<file path="config.mk">
export PLATFORM = sky130hd
export DESIGN_NAME = fifo_rd_skid
export DESIGN_NICKNAME = d
export VERILOG_FILES = /design/src/rtl/afifo_pkg.sv /design/src/rtl/fifo_rd_skid.sv
export SDC_FILE = /design/constraint.sdc
export NUM_CORES = 1
export LEC_CHECK = 0
export ABC_CLOCK_PERIOD_IN_PS = 2200
export CORE_MARGIN = 4
export CORE_UTILIZATION = 42
export CTS_CLUSTER_DIAMETER = 100
export DETAILED_ROUTE_END_ITERATION = 10
export PLACE_DENSITY = 0.78
export SYNTH_ARGS = -nofsm -noshare
export SYNTH_HDL_FRONTEND = slang
export SYNTH_SLANG_ARGS = --single-unit
</file>
<file path="constraint.sdc">
create_clock -name rclk -period 2.2 [get_ports rclk]
set_input_delay 0.22 -clock rclk [delete_from_list [all_inputs] [get_ports rclk]]
set_output_delay 0.22 -clock rclk [all_outputs]
set_load 0.01 [all_outputs]
</file>
<file path="src/rtl/afifo_pkg.sv">
// Shared types for the async FIFO read side.
// Holds the skid buffer state encoding.
package afifo_pkg;

  typedef enum logic [1:0] {
    EMPTY = 2'd0,
    ONE   = 2'd1,
    TWO   = 2'd2
  } skid_st_t;

endpackage

</file>
<file path="src/rtl/fifo_rd_skid.sv">
// Two-entry registered skid buffer on the FIFO read port (rclk domain).
// Ports: rclk, rrst_n (async low), rempty/rdata in, rinc out,
// m_valid/m_data out, m_ready in, rd_cnt out when RD_CNT_EN is defined.
// Optional feature macro: RD_CNT_EN (downstream transfer counter).
module fifo_rd_skid
  import afifo_pkg::*;
#(
  parameter int DSIZE = 8,
  parameter int CSIZE = 16
) (
  input  logic             rclk,
  input  logic             rrst_n,
  input  logic             rempty,
  input  logic [DSIZE-1:0] rdata,
  output logic             rinc,
  output logic             m_valid,
  output logic [DSIZE-1:0] m_data,
  input  logic             m_ready
`ifdef RD_CNT_EN
  ,
  output logic [CSIZE-1:0] rd_cnt
`endif
);

  if (CSIZE < 1) begin : g_csize_chk
    $error("fifo_rd_skid: CSIZE must be >= 1");
  end

  skid_st_t st, st_nx;
  logic [DSIZE-1:0] head, tail;
  logic push, pop;

  assign push = rinc;
  assign pop  = m_valid & m_ready;

  always_ff @(posedge rclk or negedge rrst_n) begin
    if (!rrst_n) st <= EMPTY;
    else         st <= st_nx;
  end

  always_comb begin
    st_nx = st;
    unique case (st)
      EMPTY: if (push) st_nx = ONE;
      ONE: begin
        if (push && !pop)      st_nx = TWO;
        else if (pop && !push) st_nx = EMPTY;
      end
      TWO: if (pop) st_nx = ONE;
      default: st_nx = EMPTY;
    endcase
  end

  // rrst_n gating keeps the FIFO from popping into a buffer
  // that is being cleared.
  always_comb begin
    rinc    = rrst_n & ~rempty & (st != TWO);
    m_valid = (st != EMPTY);
    m_data  = head;
  end

  // Head always holds the oldest word; tail only fills
  // when the head is blocked.
  always_ff @(posedge rclk or negedge rrst_n) begin
    if (!rrst_n) begin
      head <= '0;
      tail <= '0;
    end else begin
      unique case (st)
        EMPTY: if (push) head <= rdata;
        ONE: begin
          if (push && !pop)     tail <= rdata;
          else if (push && pop) head <= rdata;
        end
        TWO: if (pop) head <= tail;
        default: ;
      endcase
    end
  end

`ifdef RD_CNT_EN
  always_ff @(posedge rclk or negedge rrst_n) begin
    if (!rrst_n)  rd_cnt <= '0;
    else if (pop) rd_cnt <= rd_cnt + 1'b1;
  end
`endif

endmodule

</file>
=== Yosys cells after proc, flatten, opt, wreduce, memory -nomap -nowiden ===
Index checks and enable logic that the tools add are counted.

* Bits in registers: 18
* Output and inout port bits: 10
* Logic and storage cells: 36

* Eq/ne operators: 8
* Reduce and logical (&&, ||, !) cells: 11
* Mux-type cells: 10
* Bitwise operators: 4

{| class="wikitable"
|+ Operators with widths
! operator !! count
|-
| 8-bit 2-to-1 mux || 4
|-
| 8-bit case mux with 3 select lines || 1
|-
| 2-bit != test, second input constant || 5
|-
| 2-bit 2-to-1 mux || 4
|-
| 2-bit case mux with 3 select lines || 1
|-
| 5-bit AND reduction || 1
|-
| 1-bit AND || 3
|-
| 1-bit logical AND || 3
|-
| 3-bit != test, second input constant || 1
|-
| 3-bit AND reduction || 1
|-
| 3-bit nonzero test || 1
|-
| 2-bit by 1-bit equality test with 1-bit output, second input constant || 1
|-
| 2-bit equality test, second input constant || 1
|-
| 1-bit logical NOT || 2
|-
| 2-bit logical NOT || 1
|-
| 2-bit AND reduction || 1
|-
| 2-bit nonzero test || 1
|-
| 1-bit NOT || 1
|}

=== Longest topological paths before layout ===
* Depth in word-level cells: 8
* Gate-level depth with buffers: 7

=== Worst setup path after synthesis ===
No wires, ideal clock.

* Kind: register -> register
* Start: register st[1]
* End: register head[0] (netlist: m_data[0])
* Path slack: -0.270 ns
* Data arrival time: 2.346 ns
* Period minus slack after synthesis: 2.470 ns
* Cell stages (with the launch flop): 8
* Path through: dfrtp_1 > nor2b_1 > buf_2 > nor3b_1 > ha_1 > or3b_1 > a22oi_4 > mux2_2

{| class="wikitable"
|+ RTL lines
! what !! line !! text
|-
| from (decl) || fifo_rd_skid.sv:29 || <nowiki>skid_st_t st, st_nx;</nowiki>
|-
| from (signal assigned) || fifo_rd_skid.sv:38 || <nowiki>else st <= st_nx;</nowiki>
|-
| 2-bit != test (*) || fifo_rd_skid.sv:57 || <nowiki>rinc = rrst_n & ~rempty & (st != TWO);</nowiki>
|-
| 1-bit AND (*) || fifo_rd_skid.sv:57 ||
|-
| named net rinc || fifo_rd_skid.sv:15 || <nowiki>output logic rinc,</nowiki>
|-
| 1-bit logical AND, on equally long branches || fifo_rd_skid.sv:73, fifo_rd_skid.sv:72 ||
|-
| 2-bit != test (no line) || n/a ||
|-
| 5-bit AND reduction (no line) (*) || n/a ||
|-
| to (signal assigned) || fifo_rd_skid.sv:70 || <nowiki>EMPTY: if (push) head <= rdata;</nowiki>
|-
| to (signal assigned) || fifo_rd_skid.sv:73 || <nowiki>else if (push && pop) head <= rdata;</nowiki>
|-
| to (signal assigned) || fifo_rd_skid.sv:75 || <nowiki>TWO: if (pop) head <= tail;</nowiki>
|-
| to (decl) || fifo_rd_skid.sv:30 || <nowiki>logic [DSIZE-1:0] head, tail;</nowiki>
|}

The timed path passes the listed nets; every way through them passes the cells marked *.
A chain may end at the register's enable or synchronous reset.

=== Final worst setup path ===
* Start: register st[1]
* End: register head[0] (netlist: m_data[0])

* Longest elaborated chain between the ends: 6

{| class="wikitable"
|+ Ends and longest elaborated chain
! what !! line !! text
|-
| 2-bit nonzero test || fifo_rd_skid.sv:58 || <nowiki>m_valid = (st != EMPTY);</nowiki>
|-
| 1-bit AND || fifo_rd_skid.sv:34 || <nowiki>assign pop = m_valid & m_ready;</nowiki>
|-
| 1-bit logical NOT || fifo_rd_skid.sv:72 || <nowiki>if (push && !pop) tail <= rdata;</nowiki>
|-
| 1-bit logical AND || fifo_rd_skid.sv:72 ||
|-
| 2-bit != test (no line) || n/a ||
|-
| 5-bit AND reduction (no line) || n/a ||
|}

Parallel ways exist; a longest one is shown, timed or not.

==> out/qor.log <==
qor: cells_and_area.design.final.nets 106
qor: timing.setup_slack_after_layout 94.7 ps
qor: critical_path.worst_r2r_path_depth 7
qor: floorplanning.core_area 1940 sq um
qor: clock_network.clock_tree.htree_level_count 1
qor: floorplanning.rows 16
qor: placed_design.numPortBuffers 21
qor: synthesis.synth.yosys.warnings 0
qor: routing.detail_route.wl_per_cell 14.5 microns
qor: critical_path.cp_cell_sequence nor2b_2 -> nor3b_4 -> ha_1 -> or3b_4 -> a22oi_4 -> buf_12 -> mux2_2
qor: critical_path.r2r_start st[1]$_DFFE_PN0P_
qor: critical_path.worstSetupEndpointType flop
qor: cells_and_area.area_growth_synth_to_finish 41.9%
qor: critical_path.worst_setup_path_start_kind flop
qor: critical_path.worstReg2RegEnd m_data[0]$_DFFE_PN0P_
qor: grt.grtUsageTotal 0.141
qor: power_and_ir_drop.power.density 1190 nW/um^2
qor: placed_design.place_inst 112
qor: synthesis.asyncSetResetFlopFracSynth 1.00
qor: critical_path.critPathMaxStageDelay 380 ps
qor: synthesis.synth_top_flop_cell dfrtp_1
qor: routing.topRoutingLayerUsed met4
qor: synthesis.yosysUniqueCellTypes 16
qor: cells_and_area.most-common-layout-cells 22 x mux2_2, 21 x clkdlybuf4s50_1, 18 x dfrtp_1
qor: cells_and_area.fillerInstances 149
qor: power_and_ir_drop.post-layout-total-power 1.44 mW
qor: routing.route.layer.met1.wl 770 microns
qor: hold_path.worstHoldPathType input pin to asynchronous set/reset pin
qor: timing.clock.fmax 0.475 GHz
qor: clock_network.path_clk_slew 100 ps
qor: floorplanning.initial_core_util 0.439
qor: job.timing.max_cap.violations 0
qor: grt.grt_start_max_net_pins 19
qor: critical_path.data_required_time_at_the_worst_endpoint 2380 ps
qor: placed_design.dp_slack -123 ps
qor: grt.number_of_antenna_violations_at_the_first_check_in_global_routing 0
qor: floorplanning.dieArea 2820 sq um
qor: synthesis.post_synth_instance_area 853 sq um
qor: clock_network.numCtsBuffers 3
qor: floorplanning.die_x 53.1 microns
qor: power_and_ir_drop.power.static_leakage 0.518 nW
qor: routing.vias_per_cell 5.05
qor: routing.drtAntennaViolNets 0
qor: power_and_ir_drop.vdd.ir_drop.worst 0.651 mV
qor: synthesis.synthesis.nets 73
qor: placed_design.hpwl 1.26 mm
qor: critical_path.worst_path_max_delay_cell dfrtp_1
qor: critical_path.worstSetupPathDepth 7
qor: clock_network.cts-root-buf clkbuf_4
qor: timing.timing.final.setup_violations 0
qor: clock_network.cts_tree yes
qor: clock_network.cts-root-to-sink-buffers 2
qor: clock_network.clock_insertion_delay_worst_skew 280 ps
qor: timing.timing.final.crit_share 0.957
qor: synthesis.synth.ff_latch_count 18
qor: timing.report.final.slew_viol_count 0
qor: critical_path.regToRegSetupSlack 90 ps
qor: routing.drt-initial-drc-count 8
qor: routing.drtPass1Iterations 4
qor: placed_design.place.gp.congestion 0.672
qor: synthesis.synth_enable_flop_cells 0
qor: critical_path.crit_family simple AND/OR/NAND/NOR gates
qor: clock_network.clock-sinks 18
qor: cells_and_area.drive_above_1_share 0.444
qor: timing.period_minus_slack 2110 ps
qor: routing.wl_met2 832 microns
qor: timing.hold_viol 0
qor: cells_and_area.multi_input_comb_area 414 sq um
qor: grt.grt-ovfl-total 0
qor: floorplanning.pin_count 22
qor: cells_and_area.sequential_cell_area 450 sq um
qor: cells_and_area.instances_no_fill 117
qor: routing.post-route-drc-count 0
qor: critical_path.cp.arrival 2280 ps
qor: cells_and_area.layout.cells.most_common mux2_2
qor: timing.maxSlewHeadroom 0.683
qor: grt.wire_length_of_the_first_global_routing_pass 2.82 mm
qor: synthesis.netlist_instances 59
qor: routing.wire_length_reported_by_the_detailed_router 1.70 mm
qor: placed_design.placement.cell_area 1150 sq um
qor: critical_path.worst-setup-path-type flop to flop
qor: run_status.status finished, final reports clean
qor: synthesis.synth.yosys.seq_area_share 0.528
qor: routing.wl_met3 82 microns
qor: critical_path.worstPathBufferInverterCount 1
qor: timing.skew 0.512 ps
qor: synthesis.syn_avg_cell_area 14.5 sq um
qor: routing.routed-via-count 591
qor: grt.grt_pass1_vias 640
qor: floorplanning.chipHeight 53.1 microns
qor: critical_path.crit_path_max_fanout 8
qor: cells_and_area.final_cell_area 1210 sq um
qor: cells_and_area.final_core_occ 0.624
qor: timing.tightest_slew 474 ps
qor: cells_and_area.antenna_cells 0
-- cell families after synthesis --
family / synth area share
and+or+nand+nor: 0.0645
muxes: 0.317
buffers and inverters: 0.0147
AOI/OAI and AO/OA: 0.0469
DFF: 0.528
adders and majority gates: 0.0293
-- routing by layer --
metal	up-vias	global-route usage
li1	277	-
met1	298	0.181
met2	14	0.223
met3	2	0.0310
met4	0	0.0638
met5	-	0
-- synthesized netlist by cell type (2+ instances only) --
cell | count | area share
or3b_1 | 2 | 0.021
dfrtp_1 | 18 | 0.53
ha_1 | 2 | 0.029
inv_1 | 2 | 0.0088
mux2_2 | 24 | 0.32
-- cell type report --
| class | instances | area share |
|---|---|---|
| sequential | 18 | 0.372 |
| multi-input combinational | 38 | 0.342 |
| timing repair buffer | 29 | 0.233 |
| tap | 27 | 0.0279 |
| clock buffer | 3 | 0.0186 |
| inverter | 2 | 0.00620 |
-- worst register-to-register path, delay by kind of cell (launching register included) --
family,cells,cell delay (ps)
buffers and inverters,1,150
adder cells (fa/ha/maj),1,170
AO/OA/AOI/OAI,1,180
flip-flops,1,380
AND/OR/NAND/NOR,3,790
multiplexers,1,330
-- registers in the layout, summed over array words and instances (netlist names) --
signal	count
m_data	8
st	2
tail	8
-- worst max-delay path by stage --
stage,startpoint,to
3_5_place_dp,rrst_n,m_data[1]$_DFFE_PN0P_
2_1_floorplan,st[1]$_DFFE_PN0P_,m_data[0]$_DFFE_PN0P_
5_1_grt,st[1]$_DFFE_PN0P_,m_data[0]$_DFFE_PN0P_
3_3_place_gp,rrst_n,m_data[5]$_DFFE_PN0P_
6_report,st[1]$_DFFE_PN0P_,m_data[0]$_DFFE_PN0P_
4_1_cts,st[1]$_DFFE_PN0P_,m_data[0]$_DFFE_PN0P_
-- repair_timing --
| action | in CTS | in global routing |
|---|---|---|
| hold buffers | 0 | 0 |
| setup endpoints to repair | 0 | 6 |
| setup buffers | 0 | 2 |
| gates resized for setup | 0 | 3 |
-- report_power, final --
group	total, mW	internal (mW)	switching [mW]
registers	0.574	0.494	0.0796
clock network	0.157	0.0635	0.0939
logic	0.708	0.456	0.252
total	1.44	1.01	0.426
-- through the flow --
stage               hold slack [ps]  setup TNS [ps]
finish                          413               0
global route                    433           -1.72
CTS                             424               0
detailed placement              491            -965
global placement                480            -608
floorplan                     -75.6           -69.7
Power figures use the tool's default switching activity.
